===== src/rtl/alu_pkg.sv =====
// Shared definitions for the sequential ALU: opcodes, flag bit positions and FSM states.
package alu_pkg;

  localparam logic [3:0] OP_CLA  = 4'b0000;
  localparam logic [3:0] OP_COM  = 4'b0001;
  localparam logic [3:0] OP_SHR  = 4'b0010;
  localparam logic [3:0] OP_CSL  = 4'b0011;
  localparam logic [3:0] OP_ADD  = 4'b0100;
  localparam logic [3:0] OP_STA  = 4'b0101;
  localparam logic [3:0] OP_LDA  = 4'b0110;
  localparam logic [3:0] OP_SUB  = 4'b0111;
  localparam logic [3:0] OP_AND  = 4'b1000;
  localparam logic [3:0] OP_OR   = 4'b1001;
  localparam logic [3:0] OP_XOR  = 4'b1010;
  localparam logic [3:0] OP_SHRN = 4'b1011;
  localparam logic [3:0] OP_ROLN = 4'b1100;
  localparam logic [3:0] OP_MUL  = 4'b1101;
  localparam logic [3:0] OP_ADC  = 4'b1110;
  localparam logic [3:0] OP_ZERO = 4'b1111;

  localparam int N_B = 3;
  localparam int Z_B = 2;
  localparam int C_B = 1;
  localparam int V_B = 0;

  typedef enum logic {
    IDLE = 1'b0,
    RUN  = 1'b1
  } state_t;

endpackage


===== src/rtl/alu_comb_unit.sv =====
// Single-cycle operation evaluation: result plus N/Z/C/V flags, purely combinational.
module alu_comb_unit
  import alu_pkg::*;
#(
  parameter int W = 8
) (
  input  logic [3:0]   opCode,
  input  logic [W-1:0] in1,
  input  logic [W-1:0] in2,
  input  logic         carryIn,
  output logic [W-1:0] result,
  output logic [3:0]   flags
);

  logic [W:0] sum_s;
  logic       carry_s;
  logic       ovf_s;

  // Opcode decode and flag derivation
  always_comb begin
    result  = {W{1'b0}};
    sum_s   = {(W+1){1'b0}};
    carry_s = 1'b0;
    ovf_s   = 1'b0;
    case (opCode)
      OP_CLA: result = {W{1'b0}};
      OP_COM: result = ~in1;
      OP_SHR: begin
        result  = {in1[W-1], in1[W-1:1]};
        carry_s = in1[0];
      end
      OP_CSL: begin
        result  = {in1[W-2:0], in1[W-1]};
        carry_s = in1[W-1];
      end
      OP_ADD, OP_ADC: begin
        sum_s   = {1'b0, in1} + {1'b0, in2} + {{W{1'b0}}, (opCode == OP_ADC) ? carryIn : 1'b0};
        result  = sum_s[W-1:0];
        carry_s = sum_s[W];
        ovf_s   = (in1[W-1] == in2[W-1]) && (sum_s[W-1] != in1[W-1]);
      end
      OP_SUB: begin
        sum_s   = {1'b0, in1} + {1'b0, ~in2} + {{W{1'b0}}, 1'b1};
        result  = sum_s[W-1:0];
        carry_s = sum_s[W];
        ovf_s   = (in1[W-1] != in2[W-1]) && (sum_s[W-1] != in1[W-1]);
      end
      OP_STA: result = in1;
      OP_LDA: result = in2;
      OP_AND: result = in1 & in2;
      OP_OR:  result = in1 | in2;
      OP_XOR: result = in1 ^ in2;
      default: result = {W{1'b0}};
    endcase
    flags      = 4'b0000;
    flags[N_B] = result[W-1];
    flags[Z_B] = (result == {W{1'b0}});
    flags[C_B] = carry_s;
    flags[V_B] = ovf_s;
  end

endmodule


===== src/rtl/alu_seq.sv =====
// Registered ALU with start/busy/done handshake; single-cycle ops finish at acceptance,
// SHRN/ROLN/MUL iterate one bit per cycle in RUN.
module alu_seq
  import alu_pkg::*;
#(
  parameter int W   = 8,
  parameter int SHW = $clog2(W)
) (
  input  logic         iCLK,
  input  logic         iRST,
  input  logic         iSTART,
  input  logic [3:0]   iOP,
  input  logic [W-1:0] iIN1,
  input  logic [W-1:0] iIN2,
  output logic [W-1:0] oZ,
  output logic [3:0]   oFLAGS,
  output logic         oBUSY,
  output logic         oDONE
);

  localparam int CW = $clog2(W + 1);

  state_t         state_r, nextState_s;
  logic [CW-1:0]  cnt_r;
  logic [3:0]     op_r;
  logic [W-1:0]   acc_r, mplier_r, mcand_r;
  logic           carry_r;

  logic           accept_s, finish_s, isMulti_s;
  logic [W-1:0]   combRes_s;
  logic [3:0]     combFlags_s;
  logic [W:0]     mulSum_s;
  logic [W-1:0]   stepAcc_s, stepMplier_s;
  logic           stepCarry_s;
  logic [W-1:0]   runRes_s;
  logic [3:0]     runFlags_s;

  alu_comb_unit #(.W(W)) uComb (
    .opCode  (iOP),
    .in1     (iIN1),
    .in2     (iIN2),
    .carryIn (oFLAGS[C_B]),
    .result  (combRes_s),
    .flags   (combFlags_s)
  );

  // Next-state logic and acceptance/finish strobes
  always_comb begin
    nextState_s = state_r;
    accept_s    = 1'b0;
    finish_s    = 1'b0;
    isMulti_s   = (iOP == OP_SHRN) || (iOP == OP_ROLN) || (iOP == OP_MUL);
    case (state_r)
      IDLE: begin
        if (iSTART) begin
          accept_s    = 1'b1;
          nextState_s = isMulti_s ? RUN : IDLE;
        end else begin
          nextState_s = IDLE;
        end
      end
      RUN: begin
        if (cnt_r == {CW{1'b0}}) begin
          finish_s    = 1'b1;
          nextState_s = IDLE;
        end else begin
          nextState_s = RUN;
        end
      end
      default: nextState_s = IDLE;
    endcase
  end

  // State register
  always_ff @(posedge iCLK) begin
    if (iRST) begin
      state_r <= IDLE;
    end else begin
      state_r <= nextState_s;
    end
  end

  // One bit-step of the iterative datapath; MUL keeps {acc_r, mplier_r} as the product
  always_comb begin
    mulSum_s     = {(W+1){1'b0}};
    stepAcc_s    = acc_r;
    stepMplier_s = mplier_r;
    stepCarry_s  = carry_r;
    case (op_r)
      OP_SHRN: begin
        stepAcc_s   = {acc_r[W-1], acc_r[W-1:1]};
        stepCarry_s = acc_r[0];
      end
      OP_ROLN: begin
        stepAcc_s   = {acc_r[W-2:0], acc_r[W-1]};
        stepCarry_s = acc_r[W-1];
      end
      OP_MUL: begin
        mulSum_s     = {1'b0, acc_r} + (mplier_r[0] ? {1'b0, mcand_r} : {(W+1){1'b0}});
        stepAcc_s    = mulSum_s[W:1];
        stepMplier_s = {mulSum_s[0], mplier_r[W-1:1]};
      end
      default: stepAcc_s = acc_r;
    endcase
  end

  // Final result and flags of a multi-cycle op
  always_comb begin
    runFlags_s = 4'b0000;
    if (op_r == OP_MUL) begin
      runRes_s         = mplier_r;
      runFlags_s[C_B]  = (acc_r != {W{1'b0}});
    end else begin
      runRes_s         = acc_r;
      runFlags_s[C_B]  = carry_r;
    end
    runFlags_s[N_B] = runRes_s[W-1];
    runFlags_s[Z_B] = (runRes_s == {W{1'b0}});
  end

  // Operand latch, counter and iterative datapath registers
  always_ff @(posedge iCLK) begin
    if (iRST) begin
      op_r     <= 4'b0000;
      acc_r    <= {W{1'b0}};
      mplier_r <= {W{1'b0}};
      mcand_r  <= {W{1'b0}};
      carry_r  <= 1'b0;
      cnt_r    <= {CW{1'b0}};
    end else if (accept_s) begin
      op_r     <= iOP;
      acc_r    <= (iOP == OP_MUL) ? {W{1'b0}} : iIN1;
      mplier_r <= iIN2;
      mcand_r  <= iIN1;
      carry_r  <= 1'b0;
      cnt_r    <= (iOP == OP_MUL) ? CW'(W) : CW'(iIN2[SHW-1:0]);
    end else if ((state_r == RUN) && !finish_s) begin
      acc_r    <= stepAcc_s;
      mplier_r <= stepMplier_s;
      carry_r  <= stepCarry_s;
      cnt_r    <= cnt_r - CW'(1);
    end else begin
      cnt_r    <= cnt_r;
    end
  end

  // Output registers: result/flags only change when an op completes
  always_ff @(posedge iCLK) begin
    if (iRST) begin
      oZ     <= {W{1'b0}};
      oFLAGS <= 4'b0000;
      oBUSY  <= 1'b0;
      oDONE  <= 1'b0;
    end else begin
      oDONE <= 1'b0;
      if (accept_s && !isMulti_s) begin
        oZ     <= combRes_s;
        oFLAGS <= combFlags_s;
        oDONE  <= 1'b1;
        oBUSY  <= 1'b0;
      end else if (accept_s) begin
        oBUSY  <= 1'b1;
      end else if (finish_s) begin
        oZ     <= runRes_s;
        oFLAGS <= runFlags_s;
        oDONE  <= 1'b1;
        oBUSY  <= 1'b0;
      end else begin
        oBUSY  <= oBUSY;
      end
    end
  end

endmodule


===== config.mk =====
export PLATFORM = sky130hd
export DESIGN_NAME = alu_seq
export DESIGN_NICKNAME = d
export VERILOG_FILES = /design/src/rtl/alu_pkg.sv /design/src/rtl/alu_comb_unit.sv /design/src/rtl/alu_seq.sv
export SDC_FILE = /design/constraint.sdc
export NUM_CORES = 1
export LEC_CHECK = 0
export CORE_MARGIN = 2
export CORE_UTILIZATION = 45
export CTS_CLUSTER_DIAMETER = 150
export DETAILED_ROUTE_END_ITERATION = 7
export GPL_TIMING_DRIVEN = 0
export HOLD_SLACK_MARGIN = 0.06
export MAX_ROUTING_LAYER = met4
export PLACE_DENSITY = 0.73
export RECOVER_POWER = 50
export REMOVE_ABC_BUFFERS = 1
export SLEW_MARGIN = 10
export SYNTH_ARGS = -nofsm -noshare
export SYNTH_HDL_FRONTEND = slang
export SYNTH_SLANG_ARGS = --single-unit

===== constraint.sdc =====
create_clock -name iCLK -period 5.4 [get_ports iCLK]
set_input_delay 0.54 -clock iCLK [delete_from_list [all_inputs] [get_ports iCLK]]
set_output_delay 0.54 -clock iCLK [all_outputs]
set_load 0.1 [all_outputs]

==> metrics.txt <==
# TYPE chip_impl_metric gauge
chip_impl_info{name="synthFlopType",value="sky130_fd_sc_hd__dfxtp_1"} 1
chip_impl_metric{name="synthCells",unit=""} 614
chip_impl_metric{name="die_area",unit="sq um"} 11050
chip_impl_metric{name="power.combinational.fraction",unit="%"} 37.8
chip_impl_info{name="cts_tree",value="done"} 1
chip_impl_metric{name="final_worst_setup_slack",unit="ps"} 378.2
chip_impl_metric{name="cts_setup_buffers",unit=""} 0
chip_impl_metric{name="post-dp-hpwl",unit="mm"} 10.45
chip_impl_metric{name="cts_hold_buffers",unit=""} 0
chip_impl_metric{name="max_slew_margin",unit="%"} 20.50
chip_impl_metric{name="sequentialPowerShare",unit="%"} 39.9
chip_impl_metric{name="crit_path_max_incr_delay",unit="ps"} 1320
chip_impl_metric{name="synth_seq_cells",unit=""} 47
chip_impl_info{name="timing.critical_path.slowest_stage_cell",value="sky130_fd_sc_hd__dlygate4sd3_1"} 1
chip_impl_metric{name="met3_wirelength",unit="um"} 812
chip_impl_metric{name="first_global_vias",unit=""} 4546
chip_impl_info{name="hold_end",value="mcand_r[4]"} 1
chip_impl_metric{name="timing.clock.skew",unit="ps"} 11.06
chip_impl_metric{name="final_core_utilization",unit="%"} 50.85
chip_impl_metric{name="route.final.wire_length",unit="mm"} 14.24
chip_impl_info{name="worst_setup_path_end_kind",value="flip-flop"} 1
chip_impl_metric{name="ff2ff_path_depth",unit=""} 8
chip_impl_metric{name="insertion_delay",unit="ps"} 310
chip_impl_metric{name="rrSetupSlack",unit="ps"} 2000
chip_impl_metric{name="total_leakage_power",unit="nW"} 1.972
chip_impl_metric{name="cap_viol_max_count",unit=""} 0
chip_impl_metric{name="report.power.total",unit="W"} 0.001002
chip_impl_info{name="top_metal_used",value="met4"} 1
chip_impl_info{name="path_common_cell",value="sky130_fd_sc_hd__or4_1"} 1
chip_impl_metric{name="worstPathMaxFanout",unit=""} 34
chip_impl_metric{name="initial_core_util",unit="%"} 46.63
chip_impl_metric{name="grt_pass1_wl",unit="mm"} 23.24
chip_impl_metric{name="maxClockFrequency",unit="MHz"} 199.1
chip_impl_metric{name="syn_avg_cell_area",unit="sq um"} 7.491
chip_impl_metric{name="pin_count_of_the_biggest_net_entering_global_routing",unit=""} 39
chip_impl_info{name="worst_hold_path_type",value="flip-flop to flip-flop"} 1
chip_impl_metric{name="worst_pin_slew",unit="ps"} 1189
chip_impl_metric{name="areaGrowthSynthToFinish",unit="%"} 9.059
chip_impl_metric{name="detail_route.iter0.violations",unit=""} 339
chip_impl_metric{name="synth.cell_area",unit="sq um"} 4599
chip_impl_metric{name="layout-drive-gt1-share",unit="%"} 3.896
chip_impl_metric{name="io_pins",unit=""} 37
chip_impl_metric{name="detail_route.first_pass.iterations",unit=""} 5
chip_impl_metric{name="post_synth_num_cell_types",unit=""} 69
chip_impl_metric{name="std_cell_core_area",unit="sq um"} 9864
chip_impl_info{name="worst_r2r_endpoint",value="oFLAGS[2]"} 1
chip_impl_metric{name="final_layout_setup_total_negative_slack",unit="ps"} 0
chip_impl_metric{name="num_vias",unit=""} 4705
chip_impl_metric{name="power.density",unit="nW/um^2"} 199.7
chip_impl_info{name="synth_top_cell_by_area",value="sky130_fd_sc_hd__dfxtp_1"} 1
chip_impl_metric{name="grt_antenna_before_repair",unit=""} 0
chip_impl_metric{name="gp_congestion",unit=""} 0.9436
chip_impl_metric{name="hold_violations",unit=""} 0
chip_impl_metric{name="cts_sinks",unit=""} 47
chip_impl_metric{name="crit_arrival",unit="ps"} 5250
chip_impl_metric{name="cts.htree.levels",unit=""} 2
chip_impl_metric{name="antenna_cells_inserted",unit=""} 0
chip_impl_metric{name="switch_share",unit="%"} 39.98
chip_impl_metric{name="final-setup-viol-count",unit=""} 0
chip_impl_metric{name="fin_nets",unit=""} 677
chip_impl_metric{name="ys_async_sr_fraction",unit="%"} 0
chip_impl_metric{name="route.detailed.drc",unit=""} 0
chip_impl_metric{name="synth_seq_area_share",unit="%"} 20.46
chip_impl_info{name="rsz0062_at_grt",value="false"} 1
chip_impl_metric{name="maximum_vdd_ir_drop",unit="uV"} 88.27
chip_impl_info{name="cts_root_buf",value="sky130_fd_sc_hd__clkbuf_8"} 1
chip_impl_metric{name="grt.total_usage",unit="%"} 26.74
chip_impl_metric{name="timing.critical_path.buf_inv",unit=""} 1
chip_impl_info{name="crit-reg2reg-launch",value="oFLAGS[1]"} 1
chip_impl_metric{name="placed_cells",unit=""} 742
chip_impl_metric{name="power_share_of_the_clock_group",unit="%"} 22.3
chip_impl_metric{name="synth_top_area_share",unit="%"} 20.46
chip_impl_info{name="hold_path.startpoint",value="mcand_r[4]"} 1
chip_impl_metric{name="count_of_instances_resized_after_the_clock_tree_is_built",unit=""} 0
chip_impl_metric{name="synth_enable_flop_cells",unit=""} 0
chip_impl_metric{name="route.layer.met1.wl",unit="mm"} 5.974
chip_impl_metric{name="min_delay_path_depth",unit=""} 2
chip_impl_metric{name="grt-ovfl-total",unit=""} 0
chip_impl_metric{name="die_h",unit="um"} 105.1
chip_impl_metric{name="portBuffers",unit=""} 36
chip_impl_metric{name="power_dissipated_by_switching_net_loads",unit="W"} 0.0004004
chip_impl_metric{name="ant_nets",unit=""} 0
chip_impl_info{name="run_status",value="finished clean"} 1
chip_impl_metric{name="cts.reportedPaths.clkPinSlew",unit="ps"} 90
chip_impl_info{name="netlist_top_cells_area",value="sky130_fd_sc_hd__dfxtp_1, sky130_fd_sc_hd__ha_1, sky130_fd_sc_hd__a21oi_1"} 1
chip_impl_metric{name="routed_wire_length_per_instance",unit="um"} 19.01
chip_impl_metric{name="final_instance_count_excl_fillers",unit=""} 749
chip_impl_info{name="worst_setup_path_start_kind",value="input port"} 1
chip_impl_metric{name="internal-power",unit="W"} 0.0006011
chip_impl_metric{name="die_w",unit="um"} 105.1
chip_impl_info{name="commonest_cells_after_routing_fill_and_taps_aside",value="sky130_fd_sc_hd__nand2_1, sky130_fd_sc_hd__a21oi_1, sky130_fd_sc_hd__dfxtp_1"} 1
chip_impl_metric{name="clock_path_buffers",unit=""} 2
chip_impl_info{name="timing.critical_path.max_delay_family",value="simple AND/OR/NAND/NOR gates"} 1
chip_impl_metric{name="critPathRequiredTime",unit="ps"} 5620
chip_impl_info{name="layout.cells.most_common",value="sky130_fd_sc_hd__nand2_1"} 1
chip_impl_info{name="timing_worst_setup_path_type",value="input port to flip-flop"} 1
chip_impl_metric{name="period_share",unit="%"} 93.00
chip_impl_metric{name="finalWorstPathRequiredPeriod",unit="ps"} 5022
chip_impl_metric{name="final_max_slew_viol_count",unit=""} 0
chip_impl_metric{name="synth-warning-count",unit=""} 0
chip_impl_metric{name="numCtsBuffers",unit=""} 5
chip_impl_metric{name="viasPerCell",unit=""} 6.282
chip_impl_metric{name="worst_slack_at_placement",unit="ps"} 120.3
chip_impl_info{name="crit_chain",value="dlygate4sd3_1 -> nor2b_1 -> nand4_1 -> fa_1 -> fa_1 -> o32ai_1 -> or4_1 -> or4_1 -> or4_1 -> o41ai_2"} 1
chip_impl_metric{name="met2WireLength",unit="mm"} 6.979
chip_impl_metric{name="rows",unit=""} 36
synthesized netlist by cell type, types with 4 or more instances:
| cell type | n |
|---|---|
| sky130_fd_sc_hd__nand2_1 | 71 |
| sky130_fd_sc_hd__a21oi_1 | 59 |
| sky130_fd_sc_hd__dfxtp_1 | 47 |
| sky130_fd_sc_hd__nor2_1 | 46 |
| sky130_fd_sc_hd__ha_1 | 34 |
| sky130_fd_sc_hd__inv_1 | 33 |
| sky130_fd_sc_hd__clkbuf_1 | 29 |
| sky130_fd_sc_hd__o21ai_0 | 23 |
| sky130_fd_sc_hd__nand2b_1 | 17 |
| sky130_fd_sc_hd__mux2i_1 | 15 |
| sky130_fd_sc_hd__a211oi_1 | 13 |
| sky130_fd_sc_hd__nor2b_1 | 13 |
| sky130_fd_sc_hd__and2_1 | 10 |
| sky130_fd_sc_hd__a311oi_1 | 9 |
| sky130_fd_sc_hd__nor3_1 | 9 |
| sky130_fd_sc_hd__xnor2_1 | 9 |
| sky130_fd_sc_hd__a22oi_1 | 8 |
| sky130_fd_sc_hd__nand3_1 | 8 |
| sky130_fd_sc_hd__nand3b_1 | 8 |
| sky130_fd_sc_hd__or4_1 | 8 |
| sky130_fd_sc_hd__nor3b_1 | 7 |
| sky130_fd_sc_hd__nor4_1 | 7 |
| sky130_fd_sc_hd__o211ai_1 | 7 |
| sky130_fd_sc_hd__o221ai_1 | 7 |
| sky130_fd_sc_hd__a21o_1 | 6 |
| sky130_fd_sc_hd__o31ai_1 | 6 |
| sky130_fd_sc_hd__a2111oi_0 | 5 |
| sky130_fd_sc_hd__a32oi_1 | 5 |
| sky130_fd_sc_hd__and3b_1 | 5 |
| sky130_fd_sc_hd__buf_6 | 5 |
| sky130_fd_sc_hd__nand4b_1 | 5 |
| sky130_fd_sc_hd__or2_2 | 5 |
| sky130_fd_sc_hd__or3_1 | 5 |
| sky130_fd_sc_hd__a211o_1 | 4 |
| sky130_fd_sc_hd__a31oi_1 | 4 |
| sky130_fd_sc_hd__buf_4 | 4 |
| sky130_fd_sc_hd__fa_1 | 4 |
| sky130_fd_sc_hd__nand4_1 | 4 |
| sky130_fd_sc_hd__o22ai_1 | 4 |
state kept, by name (all words and copies together), names as in the netlist:
signal,count
oFLAGS,3
oBUSY,1
carry_r,1
op_r,4
cnt_r,4
acc_r,8
oZ,8
state_r,1
oDONE,1
mcand_r,8
mplier_r,8
cell type report:
class	instances	area (sq um)
inverter	33	123.9
multi-input combinational	491	3321
sequential	47	940.9
clock buffer	6	82.58
fill	960	4848
timing repair buffer	38	376.6
tap	133	166.4
clock inverter	1	5.005
cell families (layout without fill, tap and decap cells):
| group | count (synthesis) | in the layout | synth area share, % |
|---|---|---|---|
| and+or+nand+nor | 235 | 235 | 26.99 |
| AOI/OAI and AO/OA | 190 | 190 | 28.37 |
| buffers and inverters | 76 | 78 | 7.399 |
| DFF | 47 | 47 | 20.46 |
| adders and majority gates | 38 | 38 | 10.99 |
| muxes | 16 | 16 | 3.509 |
| xor gates and xnor gates | 12 | 12 | 2.285 |
per-stage QoR:
step	area (sq um)	hold slack [ps]
3_3_place_gp	4910	439.0
6_report	5016	454.9
2_1_floorplan	4383	425.7
5_1_grt	5016	480.2
4_1_cts	5040	456.7
3_5_place_dp	4952	444.9
power groups by stage:
stage	registers [W]	logic (W)	clock network, W
floorplan	0.000455	0.000196	0
global placement	0.000407	0.000369	0
detailed placement	0.000408	0.000376	0
CTS	0.000399	0.000378	0.000225
global route	0.000403	0.000410	0.000236
finish	0.000400	0.000378	0.000224
worst max path at each step:
stage | startpoint | end | slack, ps | cells after the start
after floorplan | oFLAGS[1] | oFLAGS[2] | 1620 | 8
after global routing | iOP[1] | oFLAGS[2] | 180 | 10
after global placement | iOP[1] | oFLAGS[2] | 180 | 10
after detailed placement | iOP[1] | oFLAGS[2] | 120 | 10
final | iOP[1] | oFLAGS[2] | 380 | 10
after CTS | iOP[1] | oFLAGS[2] | 440 | 10
worst register-to-register path, stage by stage, from the launching register on:
cell and delay [ps]:
sky130_fd_sc_hd__dfxtp_1 410, sky130_fd_sc_hd__nand4_1 130, sky130_fd_sc_hd__fa_1 480, sky130_fd_sc_hd__fa_1 530, sky130_fd_sc_hd__o32ai_1 80, sky130_fd_sc_hd__or4_1 460, sky130_fd_sc_hd__or4_1 480, sky130_fd_sc_hd__or4_1 520
sky130_fd_sc_hd__o41ai_2 210
layer usage:
metal / global-route usage, % / vias up
li1: - / 2259
met1: 33.43 / 2253
met2: 44.29 / 157
met3: 2.745 / 36
met4: 10.57 / 0
met5: - / -
No activity file was read; power rests on OpenSTA's default activity.
